--- src/rtl/rah_divider_app_pkg.sv ---
// Shared definitions for the RAH divider: FSM encodings, header and status
// bit positions in the 48-bit RAH packet, and the captured-header record.
package rah_divider_app_pkg;

    localparam int STATE_W = 4;

    localparam logic [STATE_W-1:0] ST_IDLE  = 4'd0;
    localparam logic [STATE_W-1:0] ST_LD_A  = 4'd1;
    localparam logic [STATE_W-1:0] ST_REQ_B = 4'd2;
    localparam logic [STATE_W-1:0] ST_LD_B  = 4'd3;
    localparam logic [STATE_W-1:0] ST_CHECK = 4'd4;
    localparam logic [STATE_W-1:0] ST_DIV   = 4'd5;
    localparam logic [STATE_W-1:0] ST_FIX   = 4'd6;
    localparam logic [STATE_W-1:0] ST_WR_Q  = 4'd7;
    localparam logic [STATE_W-1:0] ST_WR_R  = 4'd8;

    // Header fields (dividend request and both responses)
    localparam int HDR_SIGNED_BIT = 47;
    localparam int HDR_TAG_HI     = 46;
    localparam int HDR_TAG_LO     = 40;
    localparam int TAG_W          = HDR_TAG_HI - HDR_TAG_LO + 1;

    // Status flags (responses only)
    localparam int STAT_OVF_BIT   = 39;
    localparam int STAT_DBZ_BIT   = 38;

    typedef struct packed {
        logic             sgn;
        logic [TAG_W-1:0] tag;
    } req_hdr_t;

endpackage

--- src/rtl/rah_divider_app_divu.sv ---
// Unsigned restoring divider: one shift-subtract step per clock, DATA_W
// steps after a start pulse. done marks the cycle of the final step so the
// parent can leave its DIV state with results valid on the next cycle.
module divu_iter
    import rah_divider_app_pkg::*;
#(
    parameter int DATA_W = 32
) (
    input  logic              clk,
    input  logic              rst,
    input  logic              start,
    input  logic [DATA_W-1:0] dividend,
    input  logic [DATA_W-1:0] divisor,
    output logic [DATA_W-1:0] quotient,
    output logic [DATA_W-1:0] remainder,
    output logic              done
);

    localparam int CNT_W = $clog2(DATA_W + 1);

    logic [CNT_W-1:0]  cnt;
    logic [DATA_W-1:0] quo;
    logic [DATA_W-1:0] rem;
    logic [DATA_W-1:0] den;
    logic [DATA_W:0]   trial;
    logic [DATA_W:0]   diff;

    // Trial subtraction; diff MSB is the borrow (trial < divisor)
    always_comb begin
        trial = {rem, quo[DATA_W-1]};
        diff  = trial - {1'b0, den};
    end

    // Load operands on start, then step until the down-counter hits zero
    always_ff @(posedge clk or posedge rst) begin
        if (rst) begin
            cnt <= '0;
            quo <= '0;
            rem <= '0;
            den <= '0;
        end else if (start) begin
            cnt <= CNT_W'(DATA_W);
            quo <= dividend;
            rem <= '0;
            den <= divisor;
        end else if (cnt != '0) begin
            cnt <= cnt - 1'b1;
            quo <= {quo[DATA_W-2:0], ~diff[DATA_W]};
            rem <= diff[DATA_W] ? trial[DATA_W-1:0] : diff[DATA_W-1:0];
        end
    end

    assign done      = (cnt == CNT_W'(1));
    assign quotient  = quo;
    assign remainder = rem;

endmodule

--- src/rtl/rah_divider_app.sv ---
// RAH divider application: pops a dividend/divisor packet pair from the read
// queue, divides (unsigned or signed, truncating toward zero) and pushes a
// quotient packet followed by a remainder packet to the encoder queue.
//
//   state  | meaning
//   IDLE   | waiting for a request; pops the dividend when queue non-empty
//   LD_A   | dividend packet on data; capture operand, sign, tag
//   REQ_B  | waiting for divisor; pops it when queue non-empty
//   LD_B   | divisor packet on data; capture operand
//   CHECK  | divide-by-zero / signed overflow shortcut, else start divider
//   DIV    | iterative divider running, DATA_W cycles
//   FIX    | apply quotient and remainder signs
//   WR_Q   | present quotient packet, push when encoder not full
//   WR_R   | present remainder packet, push when encoder not full
module rah_divider_app
    import rah_divider_app_pkg::*;
#(
    parameter int PKT_W  = 48,
    parameter int DATA_W = 32,
    parameter int MODE   = 2
) (
    input  logic             clk,
    input  logic             rst,
    input  logic [PKT_W-1:0] data,
    input  logic             empty,
    input  logic             almost_empty,
    output logic             RD_en,
    input  logic             wr_full,
    output logic             wr_en,
    output logic [PKT_W-1:0] wr_data,
    output logic             busy
);

    logic [STATE_W-1:0] state;
    logic [DATA_W-1:0]  a_reg;
    logic [DATA_W-1:0]  b_reg;
    req_hdr_t           hdr;
    logic               ovf;
    logic               dbz;
    logic [DATA_W-1:0]  q_res;
    logic [DATA_W-1:0]  r_res;

    logic               neg_a;
    logic               neg_b;
    logic               is_dbz;
    logic               is_ovf;
    logic [DATA_W-1:0]  mag_a;
    logic [DATA_W-1:0]  mag_b;
    logic               div_start;
    logic               div_done;
    logic [DATA_W-1:0]  uq;
    logic [DATA_W-1:0]  ur;
    logic               eff_sgn;
    logic [DATA_W-1:0]  res;

    // Header bits beyond the operand and the divisor header are don't-care
    logic unused_in;
    assign unused_in = ^{data, almost_empty};

    // Effective signedness of the incoming dividend packet
    always_comb begin
        case (MODE)
            0:       eff_sgn = 1'b0;
            1:       eff_sgn = 1'b1;
            default: eff_sgn = data[HDR_SIGNED_BIT];
        endcase
    end

    // Operand sign analysis and magnitudes for the unsigned core
    always_comb begin
        neg_a     = hdr.sgn & a_reg[DATA_W-1];
        neg_b     = hdr.sgn & b_reg[DATA_W-1];
        mag_a     = neg_a ? -a_reg : a_reg;
        mag_b     = neg_b ? -b_reg : b_reg;
        is_dbz    = (b_reg == '0);
        is_ovf    = hdr.sgn && (a_reg == {1'b1, {(DATA_W-1){1'b0}}}) && (b_reg == '1);
        div_start = (state == ST_CHECK) && !is_dbz && !is_ovf;
    end

    divu_iter #(
        .DATA_W (DATA_W)
    ) u_divu (
        .clk       (clk),
        .rst       (rst),
        .start     (div_start),
        .dividend  (mag_a),
        .divisor   (mag_b),
        .quotient  (uq),
        .remainder (ur),
        .done      (div_done)
    );

    // Request sequencing and result registers
    always_ff @(posedge clk or posedge rst) begin
        if (rst) begin
            state <= ST_IDLE;
            a_reg <= '0;
            b_reg <= '0;
            hdr   <= '0;
            ovf   <= 1'b0;
            dbz   <= 1'b0;
            q_res <= '0;
            r_res <= '0;
        end else begin
            case (state)
                ST_IDLE: begin
                    if (!empty) state <= ST_LD_A;
                end
                ST_LD_A: begin
                    a_reg   <= data[DATA_W-1:0];
                    hdr.sgn <= eff_sgn;
                    hdr.tag <= data[HDR_TAG_HI:HDR_TAG_LO];
                    state   <= ST_REQ_B;
                end
                ST_REQ_B: begin
                    if (!empty) state <= ST_LD_B;
                end
                ST_LD_B: begin
                    b_reg <= data[DATA_W-1:0];
                    state <= ST_CHECK;
                end
                ST_CHECK: begin
                    if (is_dbz) begin
                        q_res <= '1;
                        r_res <= a_reg;
                        dbz   <= 1'b1;
                        ovf   <= 1'b0;
                        state <= ST_WR_Q;
                    end else if (is_ovf) begin
                        q_res <= a_reg;
                        r_res <= '0;
                        dbz   <= 1'b0;
                        ovf   <= 1'b1;
                        state <= ST_WR_Q;
                    end else begin
                        dbz   <= 1'b0;
                        ovf   <= 1'b0;
                        state <= ST_DIV;
                    end
                end
                ST_DIV: begin
                    if (div_done) state <= ST_FIX;
                end
                ST_FIX: begin
                    q_res <= (neg_a ^ neg_b) ? -uq : uq;
                    r_res <= neg_a ? -ur : ur;
                    state <= ST_WR_Q;
                end
                ST_WR_Q: begin
                    if (!wr_full) state <= ST_WR_R;
                end
                ST_WR_R: begin
                    if (!wr_full) state <= ST_IDLE;
                end
                default: state <= ST_IDLE;
            endcase
        end
    end

    // Queue handshakes; rst gates RD_en so reset never pops the queue
    always_comb begin
        RD_en = !rst && !empty && ((state == ST_IDLE) || (state == ST_REQ_B));
        wr_en = !wr_full && ((state == ST_WR_Q) || (state == ST_WR_R));
        busy  = (state != ST_IDLE);
    end

    // Response packet, held for the whole write state and zero elsewhere
    always_comb begin
        wr_data = '0;
        res     = (state == ST_WR_Q) ? q_res : r_res;
        if ((state == ST_WR_Q) || (state == ST_WR_R)) begin
            wr_data[HDR_SIGNED_BIT]         = hdr.sgn;
            wr_data[HDR_TAG_HI:HDR_TAG_LO]  = hdr.tag;
            wr_data[STAT_OVF_BIT]           = ovf;
            wr_data[STAT_DBZ_BIT]           = dbz;
            wr_data[DATA_W-1:0]             = res;
        end
    end

endmodule
--- config.mk ---
export PLATFORM = sky130hd
export DESIGN_NAME = rah_divider_app
export DESIGN_NICKNAME = d
export VERILOG_FILES = /design/src/rtl/rah_divider_app_pkg.sv /design/src/rtl/rah_divider_app_divu.sv /design/src/rtl/rah_divider_app.sv
export SDC_FILE = /design/constraint.sdc
export NUM_CORES = 1
export LEC_CHECK = 0
export ABC_AREA = 1
export CAP_MARGIN = 20
export CORE_MARGIN = 5
export CORE_UTILIZATION = 50
export CTS_CLUSTER_DIAMETER = 30
export DETAILED_ROUTE_END_ITERATION = 7
export HOLD_SLACK_MARGIN = 0.15
export PLACE_DENSITY = 0.69
export RECOVER_POWER = 50
export SLEW_MARGIN = 20
export SYNTH_ARGS = -nofsm -noshare
export SYNTH_HDL_FRONTEND = slang
export SYNTH_HIERARCHICAL = 1
export SYNTH_SLANG_ARGS = --single-unit
--- constraint.sdc ---
create_clock -name clk -period 5.82 [get_ports clk]
set_clock_uncertainty 0.05 [all_clocks]
set_input_delay 1.164 -clock clk [delete_from_list [all_inputs] [get_ports clk]]
set_output_delay 1.164 -clock clk [all_outputs]
set_load 0.005 [all_outputs]
## Word level (Yosys, flattened, before mapping)

Index checks and enable logic that the tools add are counted.

- Input port bits: 53
- Logic and storage cells: 93
- Output and inout port bits: 51
- Register bits: 244

- Bitwise operators: 4
- Multiplexer cells: 31
- Add/subtract/negate cells: 6
- Reduce and logical (&&, ||, !) cells: 22
- Eq/ne operators: 17

Operators by type and width:

| operator | number |
|---|---|
| 2-to-1 mux 32 bit | 15 |
| negator 32 bit | 4 |
| one-hot mux 32 bit (2 select lines) | 2 |
| equality test 32 bit, second input constant | 2 |
| one-hot mux 4 bit (9 select lines) | 1 |
| subtractor 33 x 32 -> 33 bit | 1 |
| zero test 32 bit | 1 |
| 2-to-1 mux 4 bit | 5 |
| equality test 4 x 3 -> 1 bit, second input constant | 4 |
| 2-to-1 mux 6 bit | 2 |
| 2-to-1 mux 10 bit | 1 |
| != test 2 bit, second input constant | 5 |
| equality test 4 x 2 -> 1 bit, second input constant | 2 |
| logical AND 1 bit | 7 |
| equality test 6 x 1 -> 1 bit, second input constant | 1 |
| nonzero test 6 bit | 1 |
| subtractor 6 x 1 -> 6 bit, second input constant | 1 |
| zero test 1 bit | 5 |
| AND reduction 5 bit | 1 |
| equality test 4 x 1 -> 1 bit, second input constant | 1 |
| equality test 4 bit, second input constant | 1 |
| zero test 4 bit | 1 |
| 2-to-1 mux 2 bit | 2 |
| nonzero test 2 bit | 2 |
| 8 further kinds | 12 |

## Depth between registers and ports, before layout

- Depth in word-level cells: 6
- Gate-level depth with buffers: 19
- Mapped depth without buffers: 18

## By module

Netlist, hierarchy kept.

By module, submodules not included:

| module | cells each | times used | area each (um^2) | sequential area each (um^2) |
|---|---|---|---|---|
| rah_divider_app | 1,689 | 1 | 10,740.3 | 3,553.4 |
| divu_iter | 1,056 | 1 | 7,084.3 | 2,552.4 |

## Worst setup path before layout

No wires, ideal clock.

- Kind: register -> output
- From: register state[3]
- To: output wr_data[10]
- Path buffers: 1
- Data arrival time: 1,391 ps
- Path slack: 3,215 ps
- Data required time: 4,606 ps
- Cell stages (with the launch flop): 8
- Cell sequence: dfrtp_1 nor2_1 inv_2 nor2_2 clkinv_1 clkbuf_1 nand2_1 a21oi_1

- Word-level cells in the longest chain between the ends: 3
- Elaborated cells between the ends (all ways): 5
- Those cells by class: 2 x eq/ne; 2 x mux; 1 x reduce/logical

Ends and longest elaborated chain:

| what | line | RTL |
|---|---|---|
| start, declared | rah_divider_app.sv:34 | `logic [STATE_W-1:0] state;` |
| start signal, assigned | rah_divider_app.sv:96 | `state <= ST_IDLE;` |
| start signal, assigned | rah_divider_app.sv:107 | `if (!empty) state <= ST_LD_A;` |
| start signal, assigned | rah_divider_app.sv:113 | `state <= ST_REQ_B;` |
| equality test 4 x 3 -> 1 bit or equality test 4 bit (tied branches) | rah_divider_app.sv:170, rah_divider_app.sv:171 |  |
| 2-to-1 mux 32 bit or logical OR 1 bit (tied branches) | rah_divider_app.sv:170, rah_divider_app.sv:171 |  |
| 2-to-1 mux 32 bit * | rah_divider_app.sv:171 | `if ((state == ST_WR_Q) \|\| (state == ST_WR_R)) begin` |
| end, declared | rah_divider_app.sv:30 | `output logic [PKT_W-1:0] wr_data,` |

Every way passes the cells marked *; elsewhere a longest branch is shown, timed or not.

## Final worst setup path

- From: register state[3]
- To: output wr_data[8]

The elaborated chain is that of the path after synthesis.

==> run metrics <==
Syn Std Cell Area 0.0178 mm^2; CTS clk-pin slew, worst paths 0.04 ns; Total Wirelength 58.2 mm; Syn Inst Count 2,745; routed wire length per instance 17.6 um; family with the most delay on the worst path buffers and inverters; post-route ant nets 0; register bit count reported by yosys 244; max_slew headroom -1.06; die width 199 um; DRC violations left 0; 1st-pass router iterations 6; Period minus WS final 4.34 ns; failing checks max-capacitance violations, max-slew violations; CP Class reg -> out; WHS 0.448 ns; fmax 230 MHz; Avg Cell Area, Syn 6.49 um^2; CP cell instances nor2_1 -> inv_2 -> nor2_1 -> clkinv_1 -> buf_4 -> nand2_1 -> a21oi_1 -> clkdlybuf4s50_1; Post-Route M1 WL 26.6 mm; CTS buffer count 67; setup TNS 0 ns; routed wl met3 4.38 mm; DIE AREA 0.0395 mm^2; worst-margin pin slew 3.09 ns; slowest cell on the critical path clkdlybuf4s50_1; fin crit share 0.746; CTS tree done; Max Slew Vio Count 255; Final #Nets 2,900; row count 69; WP data required 4.61 ns; area delta synth->final 18.7%; number of global-route vias before repair 17,229; CTS Sinks 244; Diodes inserted 0; crit-path max cell delay 0.48 ns; critical path arrival 3.13 ns; most frequent CP cell nor2_1; initial antenna violation count 1; ys async rst share 1.00; H-tree depth 3; yosys warns 6; DRT iter0 DRCs 1,796; Die Y 199 um; cts repair resizes 0; fillers 3,385; final hold vios 0; VDD IR max 0.000401 V; global-route wire length before repair 92.7 mm; metal2 WL 25.3 mm; crit-path max FO 18; status complete, but fails checks; routed vias/inst 5.52; setup bufs post-CTS 0; crit path buf inv count 4; most common flop cell mapped by yosys dfrtp_1; via count 18,304; worst-case clock buffer depth 3; IO Pins 104; HP Class reg -> reg; GRT Util Overall 0.294; PD cells 674 mW/mm^2; layout cells sized above 1 0.0785; DP HPWL 42.8 mm; max-cap viol count 4; core outline area 0.0354 mm^2; Cell variety after synth 48; Hold Buf Count CTS 0; I/O Buffers 88; P_leak 10.6 nW; RSZ-0062 raised after global routing no; post-synthesis sequential area ratio 0.343; largest net degree at the start of global routing 81; Post-synth EDFFs 0; total grt overflow 0; GPL Wtd Cong 0.981; final setup fails 0; top layer in use met5; post-layout util 0.598; CP startpoint kind flop; worst skew pair latency 0.57 ns; clock root buffer clkbuf_16; initial core utilization 0.504; crit end category output port
[report_power, final]
| part | switching (mW) | internal [mW] |
|---|---|---|
| registers | 1.07 | 2.45 |
| clock network | 1.09 | 2.69 |
| logic | 4.59 | 2.36 |
[final timing paths]
check | startpoint | to | slack (ns) | depth (start not counted)
min in group asynchronous | rst | u_divu/quotient[20] | 1.53 | 2
hold reg to reg | ovf | ovf | 0.45 | 2
max in group asynchronous | rst | a_reg[4] | 1.82 | 3
setup reg to reg | b_reg[0] | u_divu/remainder[25] | 1.89 | 17
setup / recovery | state[3] | wr_data[8] | 1.48 | 8
hold / removal | ovf | ovf | 0.45 | 2
[Yosys cell counts (18+ instances only)]
master / n / area share
dfrtp_1: 244 / 0.34
o21ai_0: 190 / 0.053
nand3_2: 32 / 0.018
inv_2: 18 / 0.0038
xnor2_1: 27 / 0.013
clkbuf_1: 56 / 0.012
nand2_2: 25 / 0.0088
buf_2: 29 / 0.0081
nand3_1: 243 / 0.068
o21ai_1: 38 / 0.011
a21oi_1: 87 / 0.024
nand4_1: 28 / 0.0098
xor2_1: 42 / 0.021
ha_1: 39 / 0.027
nor2_1: 212 / 0.045
inv_1: 369 / 0.078
nor3_1: 29 / 0.0081
nand2_1: 902 / 0.19
[cells in the final DEF (no fill, tap or decap), types with 27 or more instances in the layout]
master	synthesis	routed
nand2_1	902	901
inv_1	369	366
xnor2_1	27	27
clkdlybuf4s50_1	0	87
a21oi_1	87	87
nand3_2	32	32
nand3_1	243	243
dfrtp_1	244	244
nand4_1	28	28
nor3_1	29	29
o21ai_0	190	191
clkbuf_16	0	67
o21ai_1	38	37
ha_1	39	39
xor2_1	42	42
nor2_1	212	214
[worst register-to-register path, delay by kind of cell (launching register included)]
kind          cells  cell delay (ns)
simple gates     11             1.59
buf+inv           5             1.55
fa+ha+maj         1             0.23
flops             1             0.40
[layout make-up]
cell class	instances	area [um^2]	area share
clock buffers	85	1830	0.0867
clock inverters	32	493	0.0233
inverters	391	1470	0.0696
multi-input cells	1998	9670	0.457
flip-flops and latches	244	6110	0.289
well taps	461	577	0.0273
repair buffers	105	998	0.0472
[logic make-up after synthesis]
family                     share of synthesized area
AOI/OAI and AO/OA                              0.114
xor gates and xnor gates                      0.0339
adders and majority gates                     0.0285
buffers and inverters                          0.116
DFF                                            0.343
other                                       0.000210
and+or+nand+nor                                0.365
[per-layer routing]
layer | vias up | track usage
met4 | 2 | 0.107
met5 | - | 0
met3 | 129 | 0.0484
met2 | 734 | 0.438
li1 | 8827 | -
met1 | 8612 | 0.432
[through the flow]
step | total power, mW | area (um^2) | setup WS (ns) | std cells
finish | 14.2 | 21200 | 1.48 | 3316
global route | 15.4 | 21200 | 1.24 | 3316
CTS | 14.1 | 21200 | 1.66 | 3316
detailed placement | 10.3 | 18900 | 2.03 | 3199
global placement | 10.1 | 18900 | 2.08 | 3199
floorplan | 8.46 | 17800 | 0.796 | 2750
(Power assumes the default switching activity.)
